==> config.mk <==
export PLATFORM = sky130hd
export DESIGN_NAME = rtc_counter
export DESIGN_NICKNAME = d
export VERILOG_FILES = /design/src/rtl/rtc_counter.sv
export SDC_FILE = /design/constraint.sdc
export NUM_CORES = 1
export LEC_CHECK = 0
export CAP_MARGIN = 25
export CORE_ASPECT_RATIO = 1.5
export CORE_MARGIN = 2
export CORE_UTILIZATION = 42
export CTS_CLUSTER_SIZE = 12
export DETAILED_ROUTE_END_ITERATION = 12
export GPL_TIMING_DRIVEN = 0
export PLACE_DENSITY = 0.77
export SLEW_MARGIN = 20
export SYNTH_ARGS = -nofsm -noshare
export SYNTH_HDL_FRONTEND = slang
export SYNTH_SLANG_ARGS = --single-unit
==> constraint.sdc <==
create_clock -name CLK -period 3.15 [get_ports CLK]
set_clock_uncertainty 0.15 [all_clocks]
set_input_delay 0.63 -clock CLK [delete_from_list [all_inputs] [get_ports CLK]]
set_output_delay 0.63 -clock CLK [all_outputs]
set_load 0.02 [all_outputs]
==> src/rtl/rtc_counter.sv <==
// Real-time clock/calendar: prescaled one-second tick driving a 12-hour time
// counter and a 2000..2099 date counter, with a sanitized one-cycle load.
module rtc_counter #(
  parameter int CLK_DIV = 1000,
  parameter int DIV_W   = 10
) (
  input  logic        CLK,
  input  logic        RESETN,
  input  logic        RUN,
  input  logic        LOAD,
  input  logic [16:0] LOAD_TIME,
  input  logic [16:0] LOAD_DATE,
  output logic [16:0] TIME,
  output logic [16:0] DATE,
  output logic        SEC_TICK,
  output logic        DAY_TICK
);

  typedef struct packed {
    logic       mer;
    logic [3:0] hour;
    logic [5:0] min;
    logic [5:0] sec;
  } rtc_time_t;

  typedef struct packed {
    logic [6:0] year;
    logic [4:0] month;
    logic [4:0] day;
  } rtc_date_t;

  localparam logic [DIV_W-1:0] DIV_LAST = DIV_W'(CLK_DIV - 1);

  function automatic logic [4:0] days_in_month(input logic [4:0] month,
                                               input logic [6:0] year);
    case (month)
      5'd4, 5'd6, 5'd9, 5'd11: days_in_month = 5'd30;
      5'd2:                    days_in_month = (year[1:0] == 2'd0) ? 5'd29 : 5'd28;
      default:                 days_in_month = 5'd31;
    endcase
  endfunction

  logic [DIV_W-1:0] div_cnt;
  rtc_time_t        cur_t, nx_t, ld_t;
  rtc_date_t        cur_d, nx_d, ld_d;
  logic [4:0]       cur_dim, ld_dim;
  logic             tick, day_roll;
  logic             sec_tick_q, day_tick_q;

  assign tick = RUN && (div_cnt == DIV_LAST);

  // Load sanitizing; day is clamped against the already-sanitized month/year.
  always_comb begin
    ld_t = rtc_time_t'(LOAD_TIME);
    ld_d = rtc_date_t'(LOAD_DATE);
    if (ld_t.sec > 6'd59) ld_t.sec = 6'd0;
    if (ld_t.min > 6'd59) ld_t.min = 6'd0;
    if (ld_t.hour == 4'd0 || ld_t.hour > 4'd12) ld_t.hour = 4'd12;
    if (ld_d.year > 7'd99) ld_d.year = 7'd0;
    if (ld_d.month == 5'd0 || ld_d.month > 5'd12) ld_d.month = 5'd1;
    ld_dim = days_in_month(ld_d.month, ld_d.year);
    if (ld_d.day == 5'd0) ld_d.day = 5'd1;
    else if (ld_d.day > ld_dim) ld_d.day = ld_dim;
  end

  // One-second advance: full sec->min->hour->date carry chain in one step.
  always_comb begin
    nx_t     = cur_t;
    nx_d     = cur_d;
    day_roll = 1'b0;
    cur_dim  = days_in_month(cur_d.month, cur_d.year);
    if (cur_t.sec == 6'd59) begin
      nx_t.sec = 6'd0;
      if (cur_t.min == 6'd59) begin
        nx_t.min = 6'd0;
        if (cur_t.hour == 4'd12) begin
          nx_t.hour = 4'd1;
        end else begin
          nx_t.hour = cur_t.hour + 4'd1;
          if (cur_t.hour == 4'd11) begin
            nx_t.mer = ~cur_t.mer;
            day_roll = cur_t.mer;
          end
        end
      end else begin
        nx_t.min = cur_t.min + 6'd1;
      end
    end else begin
      nx_t.sec = cur_t.sec + 6'd1;
    end
    if (day_roll) begin
      if (cur_d.day >= cur_dim) begin
        nx_d.day = 5'd1;
        if (cur_d.month >= 5'd12) begin
          nx_d.month = 5'd1;
          nx_d.year  = (cur_d.year >= 7'd99) ? 7'd0 : cur_d.year + 7'd1;
        end else begin
          nx_d.month = cur_d.month + 5'd1;
        end
      end else begin
        nx_d.day = cur_d.day + 5'd1;
      end
    end
  end

  always_ff @(posedge CLK or negedge RESETN) begin
    if (!RESETN) begin
      div_cnt    <= '0;
      cur_t      <= '{mer: 1'b0, hour: 4'd12, min: 6'd0, sec: 6'd0};
      cur_d      <= '{year: 7'd0, month: 5'd1, day: 5'd1};
      sec_tick_q <= 1'b0;
      day_tick_q <= 1'b0;
    end else if (LOAD) begin
      div_cnt    <= '0;
      cur_t      <= ld_t;
      cur_d      <= ld_d;
      sec_tick_q <= 1'b0;
      day_tick_q <= 1'b0;
    end else begin
      sec_tick_q <= tick;
      day_tick_q <= tick && day_roll;
      if (RUN) begin
        if (tick) begin
          div_cnt <= '0;
          cur_t   <= nx_t;
          cur_d   <= nx_d;
        end else begin
          div_cnt <= div_cnt + DIV_W'(1);
        end
      end
    end
  end

  assign TIME     = cur_t;
  assign DATE     = cur_d;
  assign SEC_TICK = sec_tick_q;
  assign DAY_TICK = day_tick_q;

endmodule

* Yosys cells after proc, flatten, opt, wreduce, memory -nomap -nowiden
Index checks and enable logic that the tools add are counted.
** Storage, ports and cells
- Register bits after elaboration :: 46
- Output and inout bits :: 36
- Word-level logic and storage cells :: 108
** Operators by class
- $add $sub $neg :: 7
- Magnitude comparators :: 9
- Eq/ne operators :: 16
- Mux-type cells :: 39
- Bitwise logic cells :: 1
- Reduce and logical (&&, ||, !) cells :: 26
** Operators by type and width (count)
- $mux 17 :: 7
- $mux 10 :: 3
- $mux 5 :: 6
- $mux 6 :: 4
- $mux 7 :: 3
- $eq 5x3->1 const B :: 4
- $eq 5x4->1 const B :: 4
- $reduce_bool 2->1 :: 8
- $add 6x1->6 const B :: 2
- $eq 6x6->1 const B :: 2
- $gt 6x6->1 const B :: 2
- $mux 12 :: 1
- $mux 11 :: 1
- $add 10x1->10 const B :: 1
- $add 5x1->5 const B :: 2
- $eq 10x10->1 const B :: 1
- $eq 5x2->1 const B :: 2
- $logic_not 5->1 :: 2
- $mux 1 :: 10
- $eq 4x4->1 const B :: 2
- $mux 4 :: 2
- $pmux 2 s2 :: 2
- $reduce_and 4->1 :: 2
- $reduce_or 4->1 :: 2
- 19 further kinds :: 23

* Logic depth before layout (Yosys ltp)
- Depth in word-level cells :: 10
- Depth in mapped cells :: 11
- Gate-level depth less buffers :: 11

* Worst setup path after synthesis
Ideal clock, no wire load.
- Path kind :: flip-flop to flip-flop
- Start :: register cur_d, in the netlist DATE[10]
- End :: register cur_d, in the netlist DATE[12]
- Setup time :: 0.090 ns
- Arrival time :: 2.647 ns
- Data required time :: 2.910 ns
- Path slack :: 0.263 ns
- Stages on the path, launching flop included :: 11
- Clock period less this slack :: 2.887 ns
- Path through :: dfrtp_1 inv_1 ha_1 o311ai_0 nand3b_1 ha_1 nor3b_1 or4_4 nor3_4 nor2_2 o221ai_1
** Between the ends
- Longest elaborated chain between the ends :: 8
** Ends and longest elaborated chain
- start, declared :: line 45 : rtc_date_t cur_d, nx_d, ld_d;
- start signal, assigned :: line 110 : cur_d <= '{year: 7'd0, month: 5'd1, day: 5'd1};
- start signal, assigned :: line 116 : cur_d <= ld_d;
- start signal, assigned :: line 126 : cur_d <= nx_d;
- $add 7x1->7 or $ge 7x7->1 (tied branches) :: line 96 : nx_d.year = (cur_d.year >= 7'd99) ? 7'd0 : cur_d.year + 7'd1;
- $mux 7 :: line 96
- $mux 7 :: line 94 : if (cur_d.month >= 5'd12) begin
- $mux 12 :: line 92 : if (cur_d.day >= cur_dim) begin
- $mux 17 :: line 91 : if (day_roll) begin
- $mux 17 :: line 123 : if (tick) begin
- $mux 17 :: line 122 : if (RUN) begin
- $mux 17 :: line 113 : end else if (LOAD) begin
Several ways; a longest one is shown, not always the timed one. The select of a mux whose other input is x is not followed.
A chain may end at the register's enable or synchronous reset.

* Final worst setup path
- Start :: input port LOAD_DATE[6]
- End :: register cur_d, in the netlist DATE[1]
** Between the ends
- Longest elaborated chain between the ends :: 10
** Ends and longest elaborated chain
- start, declared :: line 12 : input logic [16:0] LOAD_DATE,
- $gt 5x4->1 or $logic_not 5->1 (tied branches) :: line 60 : if (ld_d.month == 5'd0 || ld_d.month > 5'd12) ld_d.month = 5'd1;
- $logic_or 1x1->1 :: line 60
- $mux 5 * :: line 60
- $eq 5x3->1 or $eq 5x4->1 (tied branches) :: line 36 : case (month)
- $reduce_or 4->1 :: line 36
- $pmux 2 s2 * :: line 36
- $gt 5x5->1 :: line 63 : else if (ld_d.day > ld_dim) ld_d.day = ld_dim;
- $mux 5 * :: line 63
- $mux 5 * :: line 62 : if (ld_d.day == 5'd0) ld_d.day = 5'd1;
- $mux 17 * :: line 113
Mark *: on every way between the ends. The rest lies on a longest branch, timed or not.

==> flow_metrics.env <==
export IMPL_synth_top_area_cell="dfrtp_1"
export IMPL_numCtsBuffers=5
export IMPL_grt_overflow=0
export IMPL_drt_wl_total_um=8571
export IMPL_finalWeightedCongestion=0.9127
export IMPL_core_sq_mm=0.007274
export IMPL_route_detailed_drc=0
export IMPL_max_freq_ghz=0.3286
export IMPL_avgSynthCellArea_sq_um=8.952
export IMPL_dieArea_sq_mm=0.008293
export IMPL_drv_slew=0
export IMPL_hp_class="in -> async"
export IMPL_firstDrtPassIters=4
export IMPL_cts_root_buffer="clkbuf_8"
export IMPL_cp_max_fo=4
export IMPL_wl_per_cell_um=15.96
export IMPL_cts_max_level=2
export IMPL_dp_cells=527
export IMPL_fp_dieH_um=110.5
export IMPL_clockBufferDepth=2
export IMPL_async_reset_ff_frac=1.000
export IMPL_yosysWarnings=0
export IMPL_power_density_mw_per_mm2=459.2
export IMPL_ys_types=78
export IMPL_ys_top_cells_by_area="dfrtp_1, ha_1, nand2_1"
export IMPL_drive_above_1_share=0.09611
export IMPL_synthMuxAreaShare=0.02559
export IMPL_io_pins=74
export IMPL_max_vdd_ir_drop_mv=0.3120
export IMPL_place_hpwl_um=6546
export IMPL_fin_crit_sh=0.9660
export IMPL_yosysTopAreaCellShare=0.3307
export IMPL_synth_main_ff_cell="dfrtp_1"
export IMPL_synth_xor_area_frac=0.02205
export IMPL_synth_simple_area_share=0.2547
export IMPL_cp_end_kind="flip-flop"
export IMPL_fp_dieW_um=75.03
export IMPL_cts_tree="done"
export IMPL_clk_pin_slew_ps=90
export IMPL_stdcell_area_sq_mm=0.004167
export IMPL_fin_nets=490
export IMPL_maxCapViolCount=0
export IMPL_dr_total_vias=3084
export IMPL_setup_violations=0
export IMPL_synthCells=355
export IMPL_hold_violations=0
export IMPL_area_growth_syn_to_layout_pct=31.10
export IMPL_antenna_found_initial=0
export IMPL_first_global_vias=3098
export IMPL_syn_num_nets=409
export IMPL_ys_seq_elements=46
export IMPL_clk_latency_ps=300
export IMPL_portBuffers=71
export IMPL_vias_per_cell=5.743
export IMPL_ys_seq_area_frac=0.3638
export IMPL_cts_hold_buf=0
export IMPL_place_area_sq_mm=0.004036
export IMPL_synth_compound_area_frac=0.2236
export IMPL_fin_cells=537
export IMPL_grt_pass1_wl_um=14310
export IMPL_grt_max_degree=30
export IMPL_ant_nets=0
export IMPL_worst_slew_pin_transition_ps=816.8
export IMPL_clkSinkCount=46
export IMPL_synth_top_family_by_area="simple AND/OR/NAND/NOR gates"
export IMPL_synth_area_sq_mm=0.003178
export IMPL_track_usage=0.2147
export IMPL_synth_edf_count=0
export IMPL_first_iter_violations=142
export IMPL_rows=38
export IMPL_final_util=0.5728
export IMPL_grt_setup_unrepaired="no"
export IMPL_required_ps=3220
export IMPL_p_leak_nw=1.715
export IMPL_yosys_area_share_adder=0.06299
export IMPL_fin_crit_ps=3043
export IMPL_cp_start_kind="input port"
export IMPL_crit_arrival_ps=3110
export IMPL_crit_type="in -> reg"
export IMPL_initial_core_util=0.4369
export IMPL_status="finished, final reports clean"
export IMPL_relSlewSlack=0.4529
export IMPL_antenna_cells=0
## flip-flops by register name, indices dropped and copies added (netlist names)
| signal | count |
|---|---|
| DATE | 17 |
| TIME | 17 |
| div_cnt | 10 |
| DAY_TICK | 1 |
| SEC_TICK | 1 |
## layer usage
layer  global-route usage  wire (um)
met5                    0          0
met4              0.08333        203
met3              0.03467        385
met2               0.3778       4490
met1               0.2493       3492
## cell usage after synthesis (5+ instances only)
cell / count
a21oi_1: 22
a22oi_1: 6
a32oi_1: 5
and3_1: 6
dfrtp_1: 42
ha_1: 16
inv_1: 20
mux2i_1: 7
nand2_1: 37
nand3_1: 17
nor2_1: 24
nor3_1: 19
nor4_1: 6
o21ai_0: 17
## cell usage in the layout (no fill, tap or decap), drive strengths merged, types with 3 or more instances in the layout
cell / n
clkdlybuf4s50: 70
dfrtp: 42
nand2: 37
nor2: 26
a21oi: 23
nor3: 21
inv: 20
o21ai: 20
nand3: 17
ha: 16
clkbuf: 12
buf: 9
mux2i: 7
nor4: 7
and3: 6
a22oi: 6
a32oi: 5
and2: 5
a31oi: 5
nand4: 5
o311ai: 5
dfstp: 4
a21o: 4
xor2: 4
xnor2: 4
o221ai: 3
o2111ai: 3
nor2b: 3
## worst max-delay path: stages
cell and delay, ps:
clkdlybuf4s50_1 530, or3b_2 490, nor3_1 210, o2bb2ai_1 220
inv_1 90, ha_1 280, nand2_1 50, o211ai_1 150
mux2i_1 230, nand2_1 80, a22oi_1 140
## worst paths after layout
check                             start        to  slack, ps  cells after the start
min                              RESETN   TIME[9]        230                      1
max reg2reg                    DATE[10]  DATE[12]        190                     10
max in group asynchronous        RESETN   DATE[5]       2000                      2
min reg2reg                    TIME[15]  TIME[15]        400                      2
min in group CLK               TIME[15]  TIME[15]        400                      2
max                        LOAD_DATE[6]   DATE[1]        110                     11
## report_power, final
part	switching [W]	internal (W)
sequential	0.000136	0.000679
combinational	0.000371	0.000341
clock	0.000208	0.000177
total	0.000716	0.00120
## what timing repair did
item                       in CTS  in global routing
buffers inserted                0                  2
resized for setup               0                  3
setup endpoints to repair       0                 13
## through the flow
step	worst slack, ps	hold WS (ps)	setup TNS (ps)	total power (W)
after floorplan	263.0	184.4	0	0.001198
after global placement	-225.9	370.3	-1836	0.001500
after detailed placement	-286.2	383.0	-429.9	0.001530
after CTS	30.80	248.7	0	0.001918
after global routing	1.882	280.7	0	0.002030
final	107.0	233.5	0	0.001913
## kinds of logic after synthesis
logic type,Yosys count
and+or+nand+nor,146
AOI/OAI and AO/OA,99
DFF,46
buffers and inverters,32
adders and majority gates,16
xor gates and xnor gates,8
muxes,8
## area by class of cell
class                           instances  area, sq um
Inverter                               21        78.83
Sequential cell                        46         1156
Timing Repair Buffer                   74        748.2
Multi-Input combinational cell        277         1892
Buffer                                 11        71.32
Clock buffer                            6        82.58
Clock inverter                          2        12.51
Fill cell                             677         3108
Tap cell                              100        125.1
Power figures use the tool's default switching activity.
